$ cat config.mk
export PLATFORM = sky130hd
export DESIGN_NAME = vram_arbiter
export DESIGN_NICKNAME = d
export VERILOG_FILES = /design/src/rtl/vram_pkg.sv /design/src/rtl/vram_wr_fifo.sv /design/src/rtl/vram_arbiter.sv
export SDC_FILE = /design/constraint.sdc
export NUM_CORES = 1
export LEC_CHECK = 0
export BUFFER_PORTS_ARGS = -buffer_cell sky130_fd_sc_hd__buf_2
export CAP_MARGIN = 20
export CORE_ASPECT_RATIO = 1.2
export CORE_MARGIN = 5
export CORE_UTILIZATION = 58
export DETAILED_ROUTE_END_ITERATION = 10
export MAX_ROUTING_LAYER = met4
export PLACE_DENSITY_LB_ADDON = 0.3
export RECOVER_POWER = 50
export SYNTH_ARGS = -nofsm -noshare
export SYNTH_HDL_FRONTEND = slang
export SYNTH_HIERARCHICAL = 1
export SYNTH_SLANG_ARGS = --single-unit
$ cat constraint.sdc
create_clock -name clk -period 4.9 [get_ports clk]
set_clock_uncertainty 0.2 [all_clocks]
set_input_delay 0.49 -clock clk [delete_from_list [all_inputs] [get_ports clk]]
set_output_delay 0.49 -clock clk [all_outputs]
set_load 0.05 [all_outputs]
$ cat src/rtl/vram_pkg.sv
// -----------------------------------------------------------------------------
// vram_pkg
// Shared definitions for the pixel-RAM arbiter slice:
//   - 640x480 visible-window bounds in VGA counter coordinates
//   - default address / data / write-buffer sizes
//   - CPU request FSM state encoding
//   - helper that decides whether a counter pair falls in the display slot
// -----------------------------------------------------------------------------
package vram_pkg;

  // Default widths: address is {row[8:0], col[9:0]}, pixel is bbbb_gggg_rrrr.
  localparam int DEF_ADDR_W     = 19;
  localparam int DEF_DATA_W     = 12;
  localparam int DEF_FIFO_DEPTH = 4;

  // Visible window. START is inclusive, END is exclusive.
  localparam logic [9:0] H_DISP_START = 10'd143;
  localparam logic [9:0] H_DISP_END   = 10'd783;
  localparam logic [9:0] V_DISP_START = 10'd35;
  localparam logic [9:0] V_DISP_END   = 10'd515;

  typedef enum logic [1:0] {
    ST_IDLE    = 2'd0,
    ST_RD_PEND = 2'd1,
    ST_RD_DATA = 2'd2
  } cpu_state_e;

  // True while the scanout owns the RAM port.
  function automatic logic in_disp(input logic [9:0] h, input logic [9:0] v);
    return (h >= H_DISP_START) && (h < H_DISP_END) &&
           (v >= V_DISP_START) && (v < V_DISP_END);
  endfunction

endpackage

$ cat src/rtl/vram_wr_fifo.sv
// -----------------------------------------------------------------------------
// vram_wr_fifo
// Synchronous FIFO that buffers CPU pixel writes as {addr, wdata} pairs until
// the RAM port is free. Head entry is presented combinationally so the arbiter
// can drive RAM and pop in the same cycle.
//
// Ports:
//   clk, rst        clock, asynchronous active-high reset (clears contents)
//   i_push          write {i_push_addr, i_push_data} at the tail
//   i_pop           drop the head entry
//   o_full/o_empty  occupancy flags
//   o_level         occupancy, 0..DEPTH
//   o_head_addr/o_head_data  oldest entry
// -----------------------------------------------------------------------------
module vram_wr_fifo
  import vram_pkg::*;
#(
  parameter int AW    = DEF_ADDR_W,
  parameter int DW    = DEF_DATA_W,
  parameter int DEPTH = DEF_FIFO_DEPTH
) (
  input  logic                     clk,
  input  logic                     rst,
  input  logic                     i_push,
  input  logic [AW-1:0]            i_push_addr,
  input  logic [DW-1:0]            i_push_data,
  input  logic                     i_pop,
  output logic                     o_full,
  output logic                     o_empty,
  output logic [$clog2(DEPTH):0]   o_level,
  output logic [AW-1:0]            o_head_addr,
  output logic [DW-1:0]            o_head_data
);

  localparam int PTR_W = $clog2(DEPTH);
  localparam logic [PTR_W:0] FULL_LEVEL = (PTR_W + 1)'(DEPTH);

  logic [AW+DW-1:0] r_mem [DEPTH];
  logic [PTR_W-1:0] r_wr_ptr;
  logic [PTR_W-1:0] r_rd_ptr;
  logic [PTR_W:0]   r_level;

  logic             w_push_ok;
  logic             w_pop_ok;
  logic [AW+DW-1:0] w_head;

  // Guard against overflow / underflow even if the caller misbehaves.
  assign w_push_ok = i_push && (r_level != FULL_LEVEL);
  assign w_pop_ok  = i_pop  && (r_level != '0);

  assign o_full      = (r_level == FULL_LEVEL);
  assign o_empty     = (r_level == '0);
  assign o_level     = r_level;
  assign w_head      = r_mem[r_rd_ptr];
  assign o_head_addr = w_head[AW+DW-1:DW];
  assign o_head_data = w_head[DW-1:0];

  // Storage write at the tail; reset discards buffered entries.
  always_ff @(posedge clk or posedge rst) begin
    if (rst) begin
      for (int i = 0; i < DEPTH; i++) begin
        r_mem[i] <= '0;
      end
    end else if (w_push_ok) begin
      r_mem[r_wr_ptr] <= {i_push_addr, i_push_data};
    end else begin
      r_mem[r_wr_ptr] <= r_mem[r_wr_ptr];
    end
  end

  // Pointers wrap naturally because DEPTH is a power of two.
  always_ff @(posedge clk or posedge rst) begin
    if (rst) begin
      r_wr_ptr <= '0;
      r_rd_ptr <= '0;
    end else begin
      if (w_push_ok) begin
        r_wr_ptr <= r_wr_ptr + PTR_W'(1);
      end else begin
        r_wr_ptr <= r_wr_ptr;
      end
      if (w_pop_ok) begin
        r_rd_ptr <= r_rd_ptr + PTR_W'(1);
      end else begin
        r_rd_ptr <= r_rd_ptr;
      end
    end
  end

  // Occupancy: simultaneous push and pop leaves the level unchanged.
  always_ff @(posedge clk or posedge rst) begin
    if (rst) begin
      r_level <= '0;
    end else begin
      case ({w_push_ok, w_pop_ok})
        2'b10:   r_level <= r_level + (PTR_W + 1)'(1);
        2'b01:   r_level <= r_level - (PTR_W + 1)'(1);
        default: r_level <= r_level;
      endcase
    end
  end

endmodule

$ cat src/rtl/vram_arbiter.sv
// -----------------------------------------------------------------------------
// vram_arbiter
// Single-port pixel-RAM arbiter between the VGA scanout and a CPU port.
// Per-cycle priority: display fetch > write-buffer drain > pending CPU read.
// CPU writes are buffered and drained in blanking; a CPU read waits until the
// buffer is empty so it always observes every earlier write.
//
// Ports:
//   clk, rst                 pixel clock, asynchronous active-high reset
//   i_h_count, i_v_count     VGA counters (0-799, 0-524)
//   o_vga_din                pixel to VGA, straight from RAM read data
//   i_cpu_req_*              CPU request (valid/ready handshake, we, addr, wdata)
//   o_cpu_req_ready          request accepted when valid && ready
//   o_cpu_rsp_valid          one-cycle read-data pulse
//   o_cpu_rsp_rdata          read data, held until the next response
//   o_ram_addr/we/wdata      RAM port, combinational
//   i_ram_rdata              RAM read data, one cycle after the address
//   o_fifo_level             write buffer occupancy
// -----------------------------------------------------------------------------
module vram_arbiter
  import vram_pkg::*;
#(
  parameter int ADDR_W     = DEF_ADDR_W,
  parameter int DATA_W     = DEF_DATA_W,
  parameter int FIFO_DEPTH = DEF_FIFO_DEPTH
) (
  input  logic                          clk,
  input  logic                          rst,
  input  logic [9:0]                    i_h_count,
  input  logic [9:0]                    i_v_count,
  output logic [DATA_W-1:0]             o_vga_din,
  input  logic                          i_cpu_req_valid,
  output logic                          o_cpu_req_ready,
  input  logic                          i_cpu_req_we,
  input  logic [ADDR_W-1:0]             i_cpu_req_addr,
  input  logic [DATA_W-1:0]             i_cpu_req_wdata,
  output logic                          o_cpu_rsp_valid,
  output logic [DATA_W-1:0]             o_cpu_rsp_rdata,
  output logic [ADDR_W-1:0]             o_ram_addr,
  output logic                          o_ram_we,
  output logic [DATA_W-1:0]             o_ram_wdata,
  input  logic [DATA_W-1:0]             i_ram_rdata,
  output logic [$clog2(FIFO_DEPTH):0]   o_fifo_level
);

  cpu_state_e r_state;
  cpu_state_e w_state_nxt;

  logic [ADDR_W-1:0] r_rd_addr;
  logic [DATA_W-1:0] r_rsp_rdata;

  logic              w_disp;
  logic [8:0]        w_row;
  logic [9:0]        w_col;

  logic              w_fifo_full;
  logic              w_fifo_empty;
  logic [ADDR_W-1:0] w_head_addr;
  logic [DATA_W-1:0] w_head_data;
  logic              w_push;
  logic              w_pop;

  logic              w_ready;
  logic              w_rd_accept;
  logic              w_rd_issue;
  logic              w_rsp_valid;

  logic [ADDR_W-1:0] w_ram_addr;
  logic              w_ram_we;
  logic [DATA_W-1:0] w_ram_wdata;

  // Display slot and its RAM coordinates. Only the low 9 row bits matter:
  // visible rows are 0..479.
  assign w_disp = in_disp(i_h_count, i_v_count);
  assign w_row  = 9'(i_v_count - V_DISP_START);
  assign w_col  = i_h_count - H_DISP_START;

  vram_wr_fifo #(
    .AW    (ADDR_W),
    .DW    (DATA_W),
    .DEPTH (FIFO_DEPTH)
  ) u_wr_fifo (
    .clk         (clk),
    .rst         (rst),
    .i_push      (w_push),
    .i_push_addr (i_cpu_req_addr),
    .i_push_data (i_cpu_req_wdata),
    .i_pop       (w_pop),
    .o_full      (w_fifo_full),
    .o_empty     (w_fifo_empty),
    .o_level     (o_fifo_level),
    .o_head_addr (w_head_addr),
    .o_head_data (w_head_data)
  );

  // RAM port owner for this cycle. A read only issues with the buffer empty,
  // which is what keeps reads ordered behind earlier writes.
  always_comb begin
    w_ram_addr  = '0;
    w_ram_we    = 1'b0;
    w_ram_wdata = '0;
    w_pop       = 1'b0;
    w_rd_issue  = 1'b0;
    if (w_disp) begin
      w_ram_addr = {w_row, w_col};
    end else if (!w_fifo_empty) begin
      w_ram_addr  = w_head_addr;
      w_ram_we    = 1'b1;
      w_ram_wdata = w_head_data;
      w_pop       = 1'b1;
    end else if (r_state == ST_RD_PEND) begin
      w_ram_addr = r_rd_addr;
      w_rd_issue = 1'b1;
    end else begin
      w_ram_addr = '0;
    end
  end

  // CPU request FSM: next state and handshake controls.
  always_comb begin
    w_state_nxt = r_state;
    w_ready     = 1'b0;
    w_push      = 1'b0;
    w_rd_accept = 1'b0;
    w_rsp_valid = 1'b0;
    case (r_state)
      ST_IDLE: begin
        w_ready = !(i_cpu_req_we && w_fifo_full);
        if (i_cpu_req_valid && w_ready && !rst) begin
          if (i_cpu_req_we) begin
            w_push = 1'b1;
          end else begin
            w_rd_accept = 1'b1;
            w_state_nxt = ST_RD_PEND;
          end
        end else begin
          w_state_nxt = ST_IDLE;
        end
      end
      ST_RD_PEND: begin
        if (w_rd_issue) begin
          w_state_nxt = ST_RD_DATA;
        end else begin
          w_state_nxt = ST_RD_PEND;
        end
      end
      ST_RD_DATA: begin
        // RAM data for the issued read is on i_ram_rdata now.
        w_rsp_valid = 1'b1;
        w_state_nxt = ST_IDLE;
      end
      default: begin
        w_state_nxt = ST_IDLE;
      end
    endcase
  end

  // FSM state register; reset abandons any outstanding read silently.
  always_ff @(posedge clk or posedge rst) begin
    if (rst) begin
      r_state <= ST_IDLE;
    end else begin
      r_state <= w_state_nxt;
    end
  end

  // Read address is sampled only on the accept edge.
  always_ff @(posedge clk or posedge rst) begin
    if (rst) begin
      r_rd_addr <= '0;
    end else if (w_rd_accept) begin
      r_rd_addr <= i_cpu_req_addr;
    end else begin
      r_rd_addr <= r_rd_addr;
    end
  end

  // Holds the last response data after the valid pulse ends.
  always_ff @(posedge clk or posedge rst) begin
    if (rst) begin
      r_rsp_rdata <= '0;
    end else if (r_state == ST_RD_DATA) begin
      r_rsp_rdata <= i_ram_rdata;
    end else begin
      r_rsp_rdata <= r_rsp_rdata;
    end
  end

  // During the pulse the RAM data is forwarded so data and valid coincide.
  assign o_cpu_rsp_rdata = (r_state == ST_RD_DATA) ? i_ram_rdata : r_rsp_rdata;
  assign o_cpu_rsp_valid = w_rsp_valid;
  assign o_cpu_req_ready = w_ready && !rst;

  assign o_ram_addr  = w_ram_addr;
  assign o_ram_we    = w_ram_we;
  assign o_ram_wdata = w_ram_wdata;
  assign o_vga_din   = i_ram_rdata;

endmodule

[Word level (Yosys, flattened, before mapping)]
Cells that the tools add are included.
Operators by class
  add/subtract/negate cells: 6
  order comparisons: 7
  eq/ne operators: 7
  mux-type cells: 35
  bitwise gates (word level): 2
  reduce and logical (&&, ||, !) cells: 16
Operators by type and width (number)
  $bwmux W124: 2
  $mux W31: 5
  $bmux W31 S2: 2
  $mux W124: 1
  $demux W31 S2: 1
  $mux W19: 3
  $mux W12: 3
  $lt A10 B10 Y1 const B: 2
  $mux W1: 13
  $ge A10 B6 Y1 const B: 1
  $ge A10 B8 Y1 const B: 1
  $logic_and A1 B1 Y1: 10
  $sub A10 B8 Y10 const B: 1
  $sub A9 B6 Y9 const B: 1
  $ge A3 B3 Y1 const B: 2
  $mux W2: 3
  $ne A3 B3 Y1 const B: 2
  $not A2 Y3: 2
  $pmux W3 S2: 1
  $add A2 B1 Y2 const B: 2
  $eq A2 B1 Y1 const B: 2
  $eq A2 B2 Y1 const B: 2
  $pmux W2 S2: 1
  $add A3 B1 Y3 const B: 1
  8 further kinds: 9
Storage, ports and cells
  bits in registers: 164
  input port bits: 67
  output and inout port bits: 61
  word-level logic and storage cells: 83

[Logic depth before layout (Yosys ltp)]
Gate-level depths: netlist (run 1).
  depth in word-level cells: 10
  depth in mapped cells: 15
  gate-level depth less buffers: 13

[By module]
Netlist (run 1), hierarchy kept.
By module, submodules not included
  vram_wr_fifo: instances 1, cells an instance 588, area an instance 6881.6 um2, sequential area each 3278.1 um2
  vram_arbiter: instances 1, cells an instance 219, area an instance 2322.2 um2, sequential area each 825.8 um2

[Least setup slack after synthesis (run 1)]
OpenSTA, ideal clock, no wires.
  path type: input to register
  start: in i_v_count[0]
  end: reg u_wr_fifo.r_level[2] (netlist: u_wr_fifo/o_level[2])
  setup time: 0.082 ns
  arrival: 3.776 ns
  required time: 4.618 ns
  slack: 0.842 ns
  stages: 15
  path buffers: 2
  cell sequence: ha_1 -> o41ai_4 -> a21oi_2 -> or2_1 -> o311a_1 -> buf_6 -> buf_6 -> nor2_1 -> o31a_1 -> ha_1 -> inv_1 -> fa_1 -> xor2_1 -> nor2_1 -> xor2_1
Between the ends
  cells in the longest elaborated chain, start to end: 7
  elaborated cells between the ends (all ways): 10
  classes of those cells: order compare (2); eq/ne (2); mux (2); reduce/logical (4)
Ends and longest elaborated chain
  start, declared: RTL line vram_arbiter.sv:30  | input logic [9:0] i_v_count,
  $ge A10 B6 Y1: RTL line vram_pkg.sv:31  | (v >= V_DISP_START) && (v < V_DISP_END);
  $logic_and A1 B1 Y1: RTL line vram_pkg.sv:30  | return (h >= H_DISP_START) && (h < H_DISP_END) &&
  $logic_and A1 B1 Y1 (*): RTL line vram_pkg.sv:31
  $mux W1 (*)
  via o_ram_we: RTL line vram_arbiter.sv:40  | output logic o_ram_we,
  $logic_and A1 B1 Y1 (*): RTL line vram_wr_fifo.sv:49  | assign w_pop_ok = i_pop && (r_level != '0);
  $eq A2 B1 Y1 / $eq A2 B2 Y1 (equally long branches): RTL line vram_wr_fifo.sv:95  | case ({w_push_ok, w_pop_ok})
  $pmux W3 S2 / $reduce_bool A2 Y1 (equally long branches)
  end signal, assigned: RTL line vram_wr_fifo.sv:96  | 2'b10: r_level <= r_level + (PTR_W + 1)'(1);
  end signal, assigned: RTL line vram_wr_fifo.sv:97  | 2'b01: r_level <= r_level - (PTR_W + 1)'(1);
  end signal, assigned: RTL line vram_wr_fifo.sv:98  | default: r_level <= r_level;
  end, declared: RTL line vram_wr_fifo.sv:41  | logic [PTR_W:0] r_level;
The timed path passes the listed nets; every way through them passes the cells marked *.
A chain may end at the register's enable or synchronous reset.

[Worst setup path in the final report (run 1)]
  start: in i_v_count[0]
  end: out o_ram_wdata[1]
Between the ends
  cells in the longest elaborated chain, start to end: 4
  elaborated cells between the ends (all ways): 5
  classes of those cells: order compare (2); mux (1); reduce/logical (2)
Ends and longest elaborated chain
  $ge A10 B6 Y1: RTL line vram_pkg.sv:31
  $logic_and A1 B1 Y1: RTL line vram_pkg.sv:30
  $logic_and A1 B1 Y1 (*): RTL line vram_pkg.sv:31
  $mux W12 (*): RTL line vram_arbiter.sv:104  | if (w_disp) begin
  end, declared: RTL line vram_arbiter.sv:41  | output logic [DATA_W-1:0] o_ram_wdata,
Mark *: on every way between the ends. The rest lies on a longest branch, timed or not.

==> results.toml, run 1 <==
[run]
maxCapViolCount = 1

[worst_hold_path]
hp-class = "primary input to async pin"

[yosys]
netlist_area_sq_mm = 0.00920
synth_seq_cells = 164
synth_simple_gate_area_share_pct = 11.4
ys_seq_area_share_pct = 44.6
ys_warn_count = 6
postSynthCellCount = 807
syn_area_per_cell_sq_um = 11.4
synth_top_family_by_area = "multiplexers"
synth-xor-area-share_pct = 1.71
async_flop_share_pct = 100
syn-num-nets = 882
synthFlopType = "dfrtp_1"
synth-adder-area-share_pct = 1.17
synth_cell_types = 47
synth_edf_count = 0
synth-compound-area-share_pct = 14.0
synthMuxAreaShare_pct = 21.2

[setup_path]
crit_chain = "buf_2 -> ha_1 -> nor4_1 -> and4b_1 -> or2_0 -> o311a_1 -> buf_4 -> nor3b_2 -> buf_2"
cp_max_fo = 20
cp-endpoint = "o_ram_wdata[1]"
r2r-start = "u_wr_fifo/o_level[2]"
r2r_end = "u_wr_fifo/r_mem[61]"
crit_path_frequent_cell = "buf_2"
rrSetupSlack_ns = 1.00
worst_ep_required_time_ns = 4.21
critPathLaunch = "i_v_count[0]"
slowest_delay_ns = 0.99
critPathCaptureType = "output pin"
worst_setup_path_start_kind = "primary input"
ff2ff_path_depth = 8
worstPathArrival_ns = 3.40
cp_slowest_cell = "o311a_1"
crit_type = "primary input to output pin"

[drt]
dr.pass1.iters = 5
post_drt_wl_per_cell_um = 20.7
routed_wirelength_um = 23000
drtIter0Drc = 606
via_count = 7150
drc = 0
drt.antenna.violating_nets = 0
vias_per_cell = 6.44

[clock_network]
cts_root_buf = "clkbuf_16"
htreeDepth = 4
post_cts_buffers = 0
numClockSinks = 164
cts_resized = 0
clk_pin_slew_worst_paths_ns = 0.06
numCtsBuffers = 17
clockBufferDepth = 2
cts_tree = "built"
hold_buffers = 0
clk_latency_ns = 0.43

[placed_design]
dpl.hpwl_um = 15300
gp_congestion = 0.819
port_buffers = 127

[pwr]
p_leak_nw = 4.06
vdd_ir_drop_max_v = 0.000386
powerDensity_mw_per_mm2 = 767

[floorplan]
die_h_um = 148
die_area_sq_mm = 0.0185
ioPinCount = 128
rows = 50
core_sq_mm = 0.0156
start_util_pct = 59.1
fp.dieW_um = 125

[grt]
grt_max_degree = 76
grt_pass1_vias = 7108
grt_pass1_wl_um = 37400
grtUsageTotal_pct = 26.2
antenna_found_initial = 1
overflow = 0

[sta]
fin_crit_ns = 4.09
setup_viol = 0
hold_violations = 0
tightest_slew_ns = 3.36
holdWs_ns = 0.0250
drv_slew = 76
fin_crit_sh_pct = 83.5
rsz0062_at_grt = "false"
fin_setup_tns_ns = 0
fmax_mhz = 244
slew_headroom_pct = -125

[finish]
drive_gt1_share_pct = 33.1
layout_commonest_cell = "dfrtp_1"
layout.nets = 965
multi_input_area_sq_mm = 0.00457
final_cell_mix = "dfrtp_1 (162), nor2_1 (130), a31oi_1 (124), buf_2 (110), mux4_2 (62)"
area_growth_pct = 11.9
fillers = 1214
regArea_sq_mm = 0.00411

[run_status]
status = "finished with violations"
violations = "max-capacitance violations, max-slew violations"
cell families (layout without fill, tap and decap cells):
kind of cell | Yosys count | count (layout)
compound gates | 192 | 192
mux | 113 | 113
buf+inv | 96 | 191
simple gates | 216 | 216
fa+ha+maj | 8 | 8
other cells | 0 | 1
flops | 164 | 164
xor+xnor | 18 | 18
synth_stat cells, types with 2 or more instances:
cell type / instances / area, sq um
buf_6: 8 / 90.1
o221ai_1: 2 / 17.5
dfrtp_1: 164 / 4100
nor3b_2: 12 / 150
nor3_1: 4 / 20.0
o21ai_0: 5 / 25.0
o21ai_2: 29 / 254
mux4_2: 62 / 1400
mux2i_1: 17 / 170
buf_1: 7 / 26.3
nand3_1: 33 / 165
buf_12: 3 / 60.1
a21oi_1: 22 / 110
inv_1: 14 / 52.6
clkbuf_2: 3 / 15.0
ha_1: 7 / 87.6
buf_2: 11 / 55.1
mux2_1: 2 / 22.5
o31a_1: 2 / 17.5
mux2_2: 32 / 360
a31oi_1: 124 / 776
xor2_1: 6 / 52.6
nand2_1: 9 / 33.8
buf_4: 13 / 97.6
clkbuf_1: 36 / 135
nor2b_1: 19 / 119
nor2_1: 130 / 488
xnor2_1: 12 / 105
per-layer routing:
metal / share of wire, % / global-route usage, % / vias up
met3: 7.9 / 6.22 / 36
met4: 1.7 / 8.62 / 0
met2: 50 / 42.1 / 365
met1: 41 / 33.1 / 3569
li1: - / - / 3180
met5: 0 / - / -
report_power, final:
group	switching [W]	internal [W]
clock network	0.000525	0.000754
logic	0.00266	0.00157
registers	0.000488	0.00191
total	0.00367	0.00423
final cells by class:
| class | instances | area share, % |
|---|---|---|
| Multi-Input combinational cell | 547 | 44.3 |
| Sequential cell | 164 | 39.9 |
| Timing Repair Buffer | 145 | 7.14 |
| Clock buffer | 20 | 4.34 |
| Tap cell | 208 | 2.53 |
| Clock inverter | 11 | 1.08 |
| Inverter | 15 | 0.680 |
| Antenna cell | 1 | 0.0243 |
worst max-delay path, delay by kind of cell:
family	cells	cell delay [ns]
and+or+nand+nor	4	0.85
buffers and inverters	3	0.77
AOI/OAI and AO/OA	1	0.99
adders and majority gates	1	0.26
registers in the layout (all words and copies together) (netlist names):
signal and cells:
r_rd_addr 19, r_rsp_rdata 12, r_state 2, u_wr_fifo/o_level 3, u_wr_fifo/r_mem 124, u_wr_fifo/r_rd_ptr 2
u_wr_fifo/r_wr_ptr 2
worst min path at each step:
stage | startpoint | depth (start not counted) | to | slack [ns]
2_1_floorplan | r_rd_addr[11] | 1 | r_rd_addr[11] | 0.28
3_3_place_gp | r_rsp_rdata[4] | 1 | r_rsp_rdata[4] | 0.28
3_5_place_dp | r_rsp_rdata[8] | 1 | r_rsp_rdata[8] | 0.28
4_1_cts | rst | 2 | r_rsp_rdata[2] | 0.005
5_1_grt | rst | 2 | r_rsp_rdata[2] | 0.07
6_report | rst | 2 | r_rsp_rdata[10] | 0.03
per-stage QoR:
stage / instances / setup WS [ns] / utilization [%] / cell area (sq um) / total power [W]
floorplan: 807 / 0.712 / - / 9200 / 0.00571
global placement: 1078 / 1.10 / 62.7 / 9770 / 0.00652
detailed placement: 1078 / 1.07 / 62.7 / 9770 / 0.00662
CTS: 1109 / 1.05 / 66.3 / 10300 / 0.00792
global route: 1111 / 0.555 / 66.1 / 10300 / 0.00836
finish: 1111 / 0.808 / 66.1 / 10300 / 0.00790
Note: power is estimated with default switching activity, not from simulation.
==> inputs of run 2 (changes only) <==
==> constraint.sdc (replaced) <==
create_clock -name clk -period 4 [get_ports clk]
set_clock_uncertainty 0.2 [all_clocks]
set_input_delay 0.4 -clock clk [delete_from_list [all_inputs] [get_ports clk]]
set_output_delay 0.4 -clock clk [all_outputs]
set_load 0.05 [all_outputs]
==> run 2 against run 1 <==
Against the previous run:
- the run ends with max-capacitance violations left
- design area up 1.2%
- first-iteration DRC count decreased by 2.5%
- critical path depth did not move
- via count grew 0.99%
- clock-buffer cell count up 1
- sequential power rose by 22%
- critical path type unchanged
- critical endpoint is now o_ram_addr[1]
- largest cell class unchanged
- largest power group unchanged
==> results.toml, run 2 (synthesized netlist as in run 1, its figures left out) <==
[clock_network]
clk_pin_slew_worst_paths_ns = 0.06
cts_resized = 0
numClockSinks = 164
post_cts_buffers = 0
htreeDepth = 4
numCtsBuffers = 17
cts_tree = "built"
clk_latency_ns = 0.43
clockBufferDepth = 2
hold_buffers = 1
cts_root_buf = "clkbuf_16"

[floorplan]
start_util_pct = 59.1
rows = 50
die_h_um = 148
die_area_sq_mm = 0.0185
ioPinCount = 128
core_sq_mm = 0.0156
fp.dieW_um = 125

[finish]
fillers = 1126
final_util_pct = 66.9
final_cell_mix = "dfrtp_1 (162), nor2_1 (130), a31oi_1 (124), buf_2 (111), mux4_2 (62)"
layout.nets = 971
drive_gt1_share_pct = 33.1
layout_commonest_cell = "dfrtp_1"
n_antenna_cell = 0
largest_reg_flops = 124
top_register = "u_wr_fifo/r_mem"
area_growth_pct = 13.2
top_regs = "u_wr_fifo/r_mem: 124 flops, r_rd_addr: 19 flops, r_rsp_rdata: 12 flops"

[sta]
fin_crit_sh_pct = 84.6
tightest_slew_ns = 1.50
setup_viol = 0
slew_headroom_pct = 0.0660
rsz0062_at_grt = "false"
holdWs_ns = 0.0250
hold_violations = 0
fin_setup_tns_ns = 0
drv_slew = 0
fmax_mhz = 295
fin_crit_ns = 3.38

[setup_path]
critPathCaptureType = "output pin"
cp_slowest_cell = "o41ai_1"
cp_max_fo = 18
ff2ff_path_depth = 12
slowest_delay_ns = 0.64
crit_chain = "buf_2 -> ha_1 -> o41ai_1 -> a21oi_2 -> or2_0 -> o311a_2 -> buf_4 -> mux2_1 -> buf_2"
worst_setup_path_start_kind = "primary input"
crit_type = "primary input to output pin"
worstPathArrival_ns = 2.78
crit_path_frequent_cell = "buf_2"
worst_ep_required_time_ns = 3.40

[drt]
drt.antenna.violating_nets = 0
drtIter0Drc = 591
routed_wirelength_um = 23400
via_count = 7221
post_drt_wl_per_cell_um = 21.0
dr.pass1.iters = 5
vias_per_cell = 6.47
drc = 0

[worst_hold_path]
hp-class = "primary input to flop"
hold_depth = 2

[pwr]
powerDensity_mw_per_mm2 = 943
vdd_ir_drop_max_v = 0.000586
p_leak_nw = 4.13
finalPower_w = 0.00983

[placed_design]
port_buffers = 127
dpl.hpwl_um = 15600
gp_congestion = 0.850

[grt]
antenna_found_initial = 0
overflow = 0
grtUsageTotal_pct = 26.6
grt_pass1_wl_um = 38400
grt_pass1_vias = 7330
grt_max_degree = 75

[run_status]
violations = "max-capacitance violations"
status = "finished with violations"

[run]
maxCapViolCount = 1
run 2: changes by cell type in the layout (fill, tap and decap cells not counted), moves of 2 or more:
cell      change
mux2_1        +6
mux2_2        -6
buf_4         +4
buf_12        +3
clkbuf_1      -3
clkinv_2      -2
run 2: area by class of cell:
| class | count | area [sq um] | share of cell area, % |
|---|---|---|---|
| multi-input combinational | 547 | 4560 | 43.8 |
| sequential | 164 | 4110 | 39.4 |
| timing repair buffer | 151 | 830 | 7.96 |
| clock buffer | 21 | 460 | 4.42 |
| tap | 208 | 260 | 2.50 |
| clock inverter | 10 | 131 | 1.26 |
| inverter | 15 | 70.1 | 0.672 |
run 2: critical path, delay by kind of cell:
kind | cells | cell delay, ns
AOI/OAI and AO/OA | 3 | 0.94
muxes | 1 | 0.35
and+or+nand+nor | 1 | 0.26
buffers and inverters | 3 | 0.59
adders and majority gates | 1 | 0.24
run 2: final timing paths:
path | slack [ns] | start | endpoint
worst max-delay path | 0.62 | i_v_count[0] | o_ram_addr[1]
worst min-delay path | 0.02 | i_cpu_req_addr[5] | r_rd_addr[5]
worst max register to register | 0.67 | u_wr_fifo/o_level[2] | u_wr_fifo/o_level[2]
worst min register to register | 0.28 | r_rsp_rdata[6] | r_rsp_rdata[6]
max in group asynchronous | 1.47 | rst | u_wr_fifo/r_wr_ptr[0]
min in group asynchronous | 0.36 | rst | r_rsp_rdata[6]
run 2: stage by stage:
stage	setup WS [ns]	area, sq um	cells
global route	0.480	10400	1116
finish	0.615	10400	1116
global placement	0.638	9870	1084
CTS	0.675	10500	1116
floorplan	0.0323	9220	807
detailed placement	0.593	9870	1084
run 2: per-layer routing:
metal	routed length (um)	vias up	part of all wire, %	track usage, %
met3	1950	41	8.3	5.75
met2	11600	394	50	42.3
met5	0	-	0	-
li1	-	3182	-	-
met1	9360	3604	40	34.0
met4	501	0	2.1	9.38
run 2: power breakdown:
group / internal (W) / switching (W) / leakage, nW
registers: 0.00234 / 0.000580 / 1.71
clock network: 0.00101 / 0.000651 / 0.292
logic: 0.00196 / 0.00329 / 2.12
